## src/rtl/selecionar_ativo.sv

```systemverilog
// selecionar_ativo: requests a classifier update, latches the minimum criterion it
// returns, then scans the active-node slots one per cycle for the lowest-index
// active slot whose criterion equals that minimum. The result is offered with a
// valid/accept handshake.
//
// state       | meaning
// ------------+-----------------------------------------------------------
// OCIOSO      | idle, waiting for sa_iniciar_in
// CLASSIFICAR | update pulse on sa_atualizar_o, wait counter cleared
// AGUARDAR    | waiting for ca_pronto_in, bounded by ESPERA_MAX cycles
// BUSCAR      | examines slot r_busca each cycle, lowest hit wins
// ENTREGAR    | result valid and held until sa_aceito_in
module selecionar_ativo #(
   parameter int NUM_NA         = 8,
   parameter int CRITERIO_WIDTH = 5,
   parameter int ESPERA_MAX     = 32
) (
   input  logic                                 clk,
   input  logic                                 rst_n,
   input  logic                                 sa_iniciar_in,
   input  logic [NUM_NA-1:0]                    na_ativo_in,
   input  logic [NUM_NA*CRITERIO_WIDTH-1:0]     na_criterio_in,
   input  logic                                 ca_pronto_in,
   input  logic [CRITERIO_WIDTH-1:0]            ca_criterio_geral_in,
   output logic                                 sa_atualizar_o,
   output logic                                 sa_ocupado_o,
   output logic                                 sa_valido_o,
   output logic [$clog2(NUM_NA)-1:0]            sa_indice_o,
   output logic [NUM_NA-1:0]                    sa_onehot_o,
   output logic                                 sa_vazio_o,
   output logic                                 sa_erro_o,
   input  logic                                 sa_aceito_in
);

   localparam int IW = $clog2(NUM_NA);
   localparam int EW = $clog2(ESPERA_MAX);
   localparam int CW = CRITERIO_WIDTH;

   // Terminal-count values sized to their counters so the compares are exact.
   localparam logic [IW-1:0] BUSCA_ULT  = IW'(NUM_NA - 1);
   localparam logic [EW-1:0] ESPERA_ULT = EW'(ESPERA_MAX - 1);

   typedef enum logic [2:0] {
      OCIOSO,
      CLASSIFICAR,
      AGUARDAR,
      BUSCAR,
      ENTREGAR
   } estado_t;

   estado_t                r_estado;
   estado_t                w_prox;

   logic                   r_atualizar;
   logic                   r_ocupado;
   logic                   r_valido;
   logic [IW-1:0]          r_indice;
   logic [NUM_NA-1:0]      r_onehot;
   logic                   r_vazio;
   logic                   r_erro;
   logic [CW-1:0]          r_criterio;
   logic [IW-1:0]          r_busca;
   logic [EW-1:0]          r_espera;

   logic                   w_atualizar;
   logic                   w_ocupado;
   logic                   w_valido;
   logic [IW-1:0]          w_indice;
   logic [NUM_NA-1:0]      w_onehot;
   logic                   w_vazio;
   logic                   w_erro;
   logic [CW-1:0]          w_criterio;
   logic [IW-1:0]          w_busca;
   logic [EW-1:0]          w_espera;

   logic [CW-1:0]          w_crit_slot;
   logic                   w_acerto;
   logic [NUM_NA-1:0]      w_sel;

   // Slot currently under examination: hit test and its one-hot encoding.
   always_comb begin
      w_crit_slot = na_criterio_in[r_busca*CW +: CW];
      w_acerto    = na_ativo_in[r_busca] && (w_crit_slot == r_criterio);
      w_sel       = '0;
      w_sel[r_busca] = 1'b1;
   end

   // State register.
   always_ff @(posedge clk or negedge rst_n) begin
      if (!rst_n) begin
         r_estado <= OCIOSO;
      end else begin
         r_estado <= w_prox;
      end
   end

   // Next-state and next-output decode; every output is registered below.
   always_comb begin
      w_prox      = r_estado;
      w_atualizar = 1'b0;
      w_valido    = r_valido;
      w_indice    = r_indice;
      w_onehot    = r_onehot;
      w_vazio     = r_vazio;
      w_erro      = r_erro;
      w_criterio  = r_criterio;
      w_busca     = r_busca;
      w_espera    = r_espera;

      case (r_estado)
         OCIOSO: begin
            if (sa_iniciar_in) begin
               w_prox      = CLASSIFICAR;
               w_atualizar = 1'b1;
            end
         end

         CLASSIFICAR: begin
            w_espera = '0;
            w_prox   = AGUARDAR;
         end

         AGUARDAR: begin
            w_espera = r_espera + 1'b1;
            if (ca_pronto_in) begin
               w_criterio = ca_criterio_geral_in;
               w_busca    = '0;
               w_prox     = BUSCAR;
            end else if (r_espera == ESPERA_ULT) begin
               w_prox   = ENTREGAR;
               w_valido = 1'b1;
               w_erro   = 1'b1;
               w_vazio  = 1'b0;
               w_indice = '0;
               w_onehot = '0;
            end
         end

         BUSCAR: begin
            if (w_acerto) begin
               w_prox   = ENTREGAR;
               w_valido = 1'b1;
               w_indice = r_busca;
               w_onehot = w_sel;
               w_vazio  = 1'b0;
               w_erro   = 1'b0;
            end else if (r_busca == BUSCA_ULT) begin
               // Stop at the last real slot; never wrap, even when NUM_NA
               // is not a power of two.
               w_prox   = ENTREGAR;
               w_valido = 1'b1;
               w_indice = '0;
               w_onehot = '0;
               w_vazio  = 1'b1;
               w_erro   = 1'b0;
            end else begin
               w_busca = r_busca + 1'b1;
            end
         end

         ENTREGAR: begin
            if (sa_aceito_in) begin
               // sa_indice_o deliberately keeps its last value.
               w_prox   = OCIOSO;
               w_valido = 1'b0;
               w_erro   = 1'b0;
               w_vazio  = 1'b0;
               w_onehot = '0;
            end
         end

         default: begin
            w_prox = OCIOSO;
         end
      endcase

      w_ocupado = (w_prox != OCIOSO);
   end

   // Registered outputs, latched criterion and the two counters.
   always_ff @(posedge clk or negedge rst_n) begin
      if (!rst_n) begin
         r_atualizar <= 1'b0;
         r_ocupado   <= 1'b0;
         r_valido    <= 1'b0;
         r_indice    <= '0;
         r_onehot    <= '0;
         r_vazio     <= 1'b0;
         r_erro      <= 1'b0;
         r_criterio  <= '0;
         r_busca     <= '0;
         r_espera    <= '0;
      end else begin
         r_atualizar <= w_atualizar;
         r_ocupado   <= w_ocupado;
         r_valido    <= w_valido;
         r_indice    <= w_indice;
         r_onehot    <= w_onehot;
         r_vazio     <= w_vazio;
         r_erro      <= w_erro;
         r_criterio  <= w_criterio;
         r_busca     <= w_busca;
         r_espera    <= w_espera;
      end
   end

   assign sa_atualizar_o = r_atualizar;
   assign sa_ocupado_o   = r_ocupado;
   assign sa_valido_o    = r_valido;
   assign sa_indice_o    = r_indice;
   assign sa_onehot_o    = r_onehot;
   assign sa_vazio_o     = r_vazio;
   assign sa_erro_o      = r_erro;

endmodule

```

## config.mk

```make
export PLATFORM = sky130hd
export DESIGN_NAME = selecionar_ativo
export DESIGN_NICKNAME = d
export VERILOG_FILES = /design/src/rtl/selecionar_ativo.sv
export SDC_FILE = /design/constraint.sdc
export NUM_CORES = 1
export LEC_CHECK = 0
export CORE_ASPECT_RATIO = 0.7
export CORE_UTILIZATION = 46
export CTS_BUF_LIST = sky130_fd_sc_hd__clkbuf_4 sky130_fd_sc_hd__clkbuf_8
export CTS_CLUSTER_DIAMETER = 150
export DETAILED_ROUTE_END_ITERATION = 10
export GPL_ROUTABILITY_DRIVEN = 0
export GPL_TIMING_DRIVEN = 0
export HOLD_SLACK_MARGIN = 0.05
export PLACE_DENSITY_LB_ADDON = 0.08
export SLEW_MARGIN = 20
export SYNTH_ARGS = -nofsm -noshare
export SYNTH_HDL_FRONTEND = slang
export SYNTH_SLANG_ARGS = --single-unit
```

## constraint.sdc

```tcl
create_clock -name clk -period 5.08 [get_ports clk]
set_input_delay 1.016 -clock clk [delete_from_list [all_inputs] [get_ports clk]]
set_output_delay 1.016 -clock clk [all_outputs]
set_load 0.02 [all_outputs]
```

## Word-level counts from Yosys, hierarchy flattened

Index checks and enable logic that the tools add are counted.

| cells by class | value |
|---|---|
| $add $sub $neg | 2 |
| multipliers | 1 |
| divide/modulo/power cells | 0 |
| order comparisons | 2 |
| equality and inequality tests | 14 |
| shifts and indexed selects | 1 |
| muxes and demuxes | 42 |
| bitwise logic cells | 0 |
| reduce and logical (&&, ||, !) cells | 11 |

Operators with widths:

| operator | count |
|---|---|
| $mux 8 | 5 |
| $shiftx 40x7->5 | 1 |
| $mux 3 | 13 |
| $pmux 8 s3 | 1 |
| $pmux 3 s5 | 1 |
| $mux 1 | 14 |
| $ne 2x2->1 const B | 6 |
| $pmux 3 s2 | 2 |
| $pmux 5 s2 | 1 |
| $pmux 1 s3 | 3 |
| $reduce_and 4->1 | 2 |
| $eq 3x2->1 const B | 2 |
| $eq 3x3->1 const B | 2 |
| $mul 3x3->6 const B | 1 |
| $reduce_bool 3->1 | 2 |
| $add 5x1->5 const B | 1 |
| $eq 5x5->1 | 1 |
| $eq 5x5->1 const B | 1 |
| $reduce_and 5->1 | 1 |
| $lt 3x4->1 const B | 1 |
| $reduce_bool 2->1 | 2 |
| $add 3x1->3 const B | 1 |
| $bmux 1 s3 | 1 |
| $demux 1 s3 | 1 |
| other kinds (6) | 7 |

| word-level totals | value |
|---|---|
| register bits after elaboration | 32 |
| latch bits | 0 |
| RAM bits | 0 |
| memory bits (read-only) | 0 |
| input bits | 58 |
| output and inout bits | 16 |
| word-level logic and storage cells | 84 |
| memories kept | 0 |

## Longest topological paths before layout

| logic depth | value |
|---|---|
| depth after elaboration | 7 |
| mapped depth | 11 |
| depth with buffers taken out | 10 |

## Worst setup path before layout

Ideal clock, no wire load.

| path | value |
|---|---|
| path kind | input port to flip-flop |
| start point | input port na_criterio_in[39] |
| end point | register r_busca[0] |
| library setup time | 0.079 ns |
| data arrival time | 2.596 ns |
| required time | 5.001 ns |
| setup slack | 2.405 ns |
| stages on the path | 8 |
| buffers on the path | 1 |
| path through | mux2_2 o22ai_1 or3_1 nand4_1 nor4b_4 or3_1 buf_4 mux2i_1 |

| on the way | value |
|---|---|
| cells in the longest elaborated chain, start to end | 5 |

Ends and longest elaborated chain:

| element | RTL line | source |
|---|---|---|
| from (decl) | 22 | `input logic [NUM_NA*CRITERIO_WIDTH-1:0] na_criterio_in,` |
| $shiftx 40x7->5 | 82 | `w_crit_slot = na_criterio_in[r_busca*CW +: CW];` |
| $eq 5x5->1 | 83 | `w_acerto = na_ativo_in[r_busca] && (w_crit_slot == r_criterio);` |
| $logic_and 1x1->1 | 83 |  |
| $ne 2x2->1 (no source line) | -- |  |
| $reduce_and 4->1 (no source line) | -- |  |
| to (signal assigned) | 202 | `r_busca <= w_busca;` |
| to (decl) | 62 | `logic [IW-1:0] r_busca;` |

No other way between the ends.
A chain may end at the register's enable or synchronous reset.

## Worst setup path in the final report

| path | value |
|---|---|
| start point | input port na_criterio_in[34] |
| end point | register r_indice[0] (netlist: sa_indice_o[0]) |

| on the way | value |
|---|---|
| cells in the longest elaborated chain, start to end | 5 |
| elaborated cells between the ends (all ways) | 7 |
| classes of those cells | 2 x eq/ne; 1 x shift; 2 x mux; 2 x reduce/logical |

Ends and longest elaborated chain:

| element | RTL line | source |
|---|---|---|
| $shiftx 40x7->5 * | 82 |  |
| $eq 5x5->1 * | 83 |  |
| $logic_and 1x1->1 * | 83 |  |
| $ne 3x3->1 (no source line) or $mux 3 (tied branches) | -- |  |
| $reduce_and 4->1 (no source line) or $pmux 3 s2 (tied branches) | -- |  |
| to (signal assigned) | 197 | `r_indice <= w_indice;` |
| to (decl) | 57 | `logic [IW-1:0] r_indice;` |

Mark *: on every way between the ends. The rest lies on a longest branch, timed or not.

==> metrics <==
Ant. Diodes 0; Static Leak 1.22 nW; endpoints failing setup 0; Post-synth EDFFs 0; global-route wire length before repair 7870 um; Placed Area 2760 um2; core area 4020 um2; Die Width 80.2 um; asr flop ratio synth 1.00; final hold violation count 0; Crit path required time 5.23 ns; Worst-Margin Slew 0.719 ns; initial antenna violation count 0; cell chosen for the clock root clkbuf_8; CTS-repair resized insts 0; Post-Syn Area 1970 um2; total power 1.31 mW; Reg clk slew, reported paths 0.06 ns; Seq/Total Area, Yosys 0.407; number of global-route vias before repair 1627; RSZ-0062 raised after global routing false; drt first pass iters 4; sequential cell area 801 um2; Synth Instances 181; Max clock buf depth 2; Residual DRC 0; vias 1701; htree depth 2; DIE AREA 4550 um2; Fmax 327 MHz; Initial Util 0.490; Setup crit end kind register; final cycle utilization of the critical path 0.602; fin. max-slew vios 0; CTS Sinks 32; Final Critical Period 3.06 ns; CTS tree yes; Tightest Hold Check Type register to register; Final #Nets 323; global route overflow 0; Top FF cell, synth dfrtp_1; overall routing resource usage 0.234; worst slack, placed 1.75 ns; CTS Hold Bufs 0; most frequent cells in the layout clkdlybuf4s50_1, dfrtp_1, mux2i_1; Setup TNS Final 0 ns; Mean Syn Cell Area 10.9 um2; Final ANT Viol Nets 0; Total Wirelength 4760 um; hold_ws 0.488 ns; vias per std cell 5.43; FF+latch count, synth 32; fin area 2840 um2; Vert. Die Dim 56.7 um; CP startpoint kind primary input; Synth warnings 0; Buffers on Ports 73; post-synth cell types 44; DP Wirelength 3610 um; Multi-input gate area 1050 um2; peak fanout along the critical path 8; commonest non-fill, non-tap cell in the layout clkdlybuf4s50_1; slew margin rel. 0.521; Rows 19; status finished clean; Worst Skew 0.00727 ns; WL/cell 15.2 um; Net Count, Synth 243; setup ws final 2.02 ns; postcts setup bufs 0; share of cells above drive strength 1 0.130; largest net degree at the start of global routing 33; Power Density 461 nW/um2; fill cell count 340; Num CTS Buffers 5; CP Class primary input to register; area grow syn2layout 44.3%; maximum VDD drop 0.319 mV; Max-cap violations 0; io pins 74; CP arrival 3.21 ns; clk_lat worst skew 0.28 ns; Initial DRC Count 65
## cell type report
cell class	instances	area share
clock inverter	1	0.00176
inverter	10	0.0132
tap	52	0.0229
multi-input combinational	130	0.370
timing repair buffer	73	0.256
sequential	32	0.282
clock buffer	6	0.0269
buffer	9	0.0273
## registers in the layout, summed over array words and instances, names as in the netlist
signal and count:
r_busca 3, r_criterio 5, r_espera 5, r_estado 3, sa_atualizar_o 1, sa_erro_o 1
sa_indice_o 3, sa_ocupado_o 1, sa_onehot_o 8, sa_valido_o 1, sa_vazio_o 1
## worst max-delay path: stages
cell             delay, ns
clkdlybuf4s50_1       0.40
mux2_2                0.26
o22ai_1               0.18
or3_1                 0.13
nand4_1               0.17
nor4b_4               0.58
o31a_1                0.34
o21ai_0               0.13
## synthesized netlist by cell type (2+ instances only)
library cell,n,area [um2]
mux4_2,3,67.6
a21oi_1,4,20.0
nor2b_1,5,31.3
a22o_1,7,61.3
nor2_1,9,33.8
nand3_1,5,25.0
o21ai_0,10,50.1
mux2i_1,17,170
or3_1,4,25.0
a22oi_1,5,37.5
nand2_1,8,30.0
mux2_2,10,113
o2bb2ai_1,7,61.3
dfrtp_1,32,801
nor3_1,4,20.0
nand2b_1,3,18.8
buf_4,2,15.0
and3_1,2,12.5
inv_1,10,37.5
ha_1,4,50.1
o21ai_1,2,10.0
a31oi_1,2,12.5
o22ai_1,3,18.8
clkbuf_1,3,11.3
## worst paths after layout
kind / start / end / slack (ns) / depth (start not counted)
max in group asynchronous: rst_n / sa_onehot_o[7] / 3.83 / 1
hold / removal: sa_valido_o / sa_valido_o / 0.49 / 1
setup / recovery: na_criterio_in[34] / sa_indice_o[0] / 2.02 / 8
setup reg to reg: r_busca[1] / sa_indice_o[0] / 2.35 / 7
hold reg to reg: sa_valido_o / sa_valido_o / 0.49 / 1
min in group asynchronous: rst_n / sa_ocupado_o / 0.78 / 1
## metal layers
layer	GRT usage	part of all wire	vias to the layer above
met3	0.0569	0.059	4
li1	-	-	834
met2	0.336	0.44	47
met5	0	0	-
met4	0.0689	0.0097	0
met1	0.346	0.49	816
## logic make-up after synthesis
logic type,count (synthesis),synth area share
AO/OA/AOI/OAI,48,0.184
AND/OR/NAND/NOR,45,0.131
flip-flops,32,0.407
multiplexers,31,0.186
buffers and inverters,19,0.0585
adder cells (fa/ha/maj),4,0.0254
XOR/XNOR,2,0.00890
## stage by stage
step,util,instances
after floorplan,-,181
after global placement,0.688,306
after detailed placement,0.687,306
after CTS,0.707,313
after global routing,0.707,313
final,0.707,313
## power by group
group | leakage (nW) | internal [mW] | switching, mW
Sequential | 0.420 | 0.330 | 0.0570
Combinational | 0.755 | 0.357 | 0.377
Clock | 0.0445 | 0.0983 | 0.0905
Total | 1.22 | 0.786 | 0.524
Note: power is estimated with default switching activity, not from simulation.
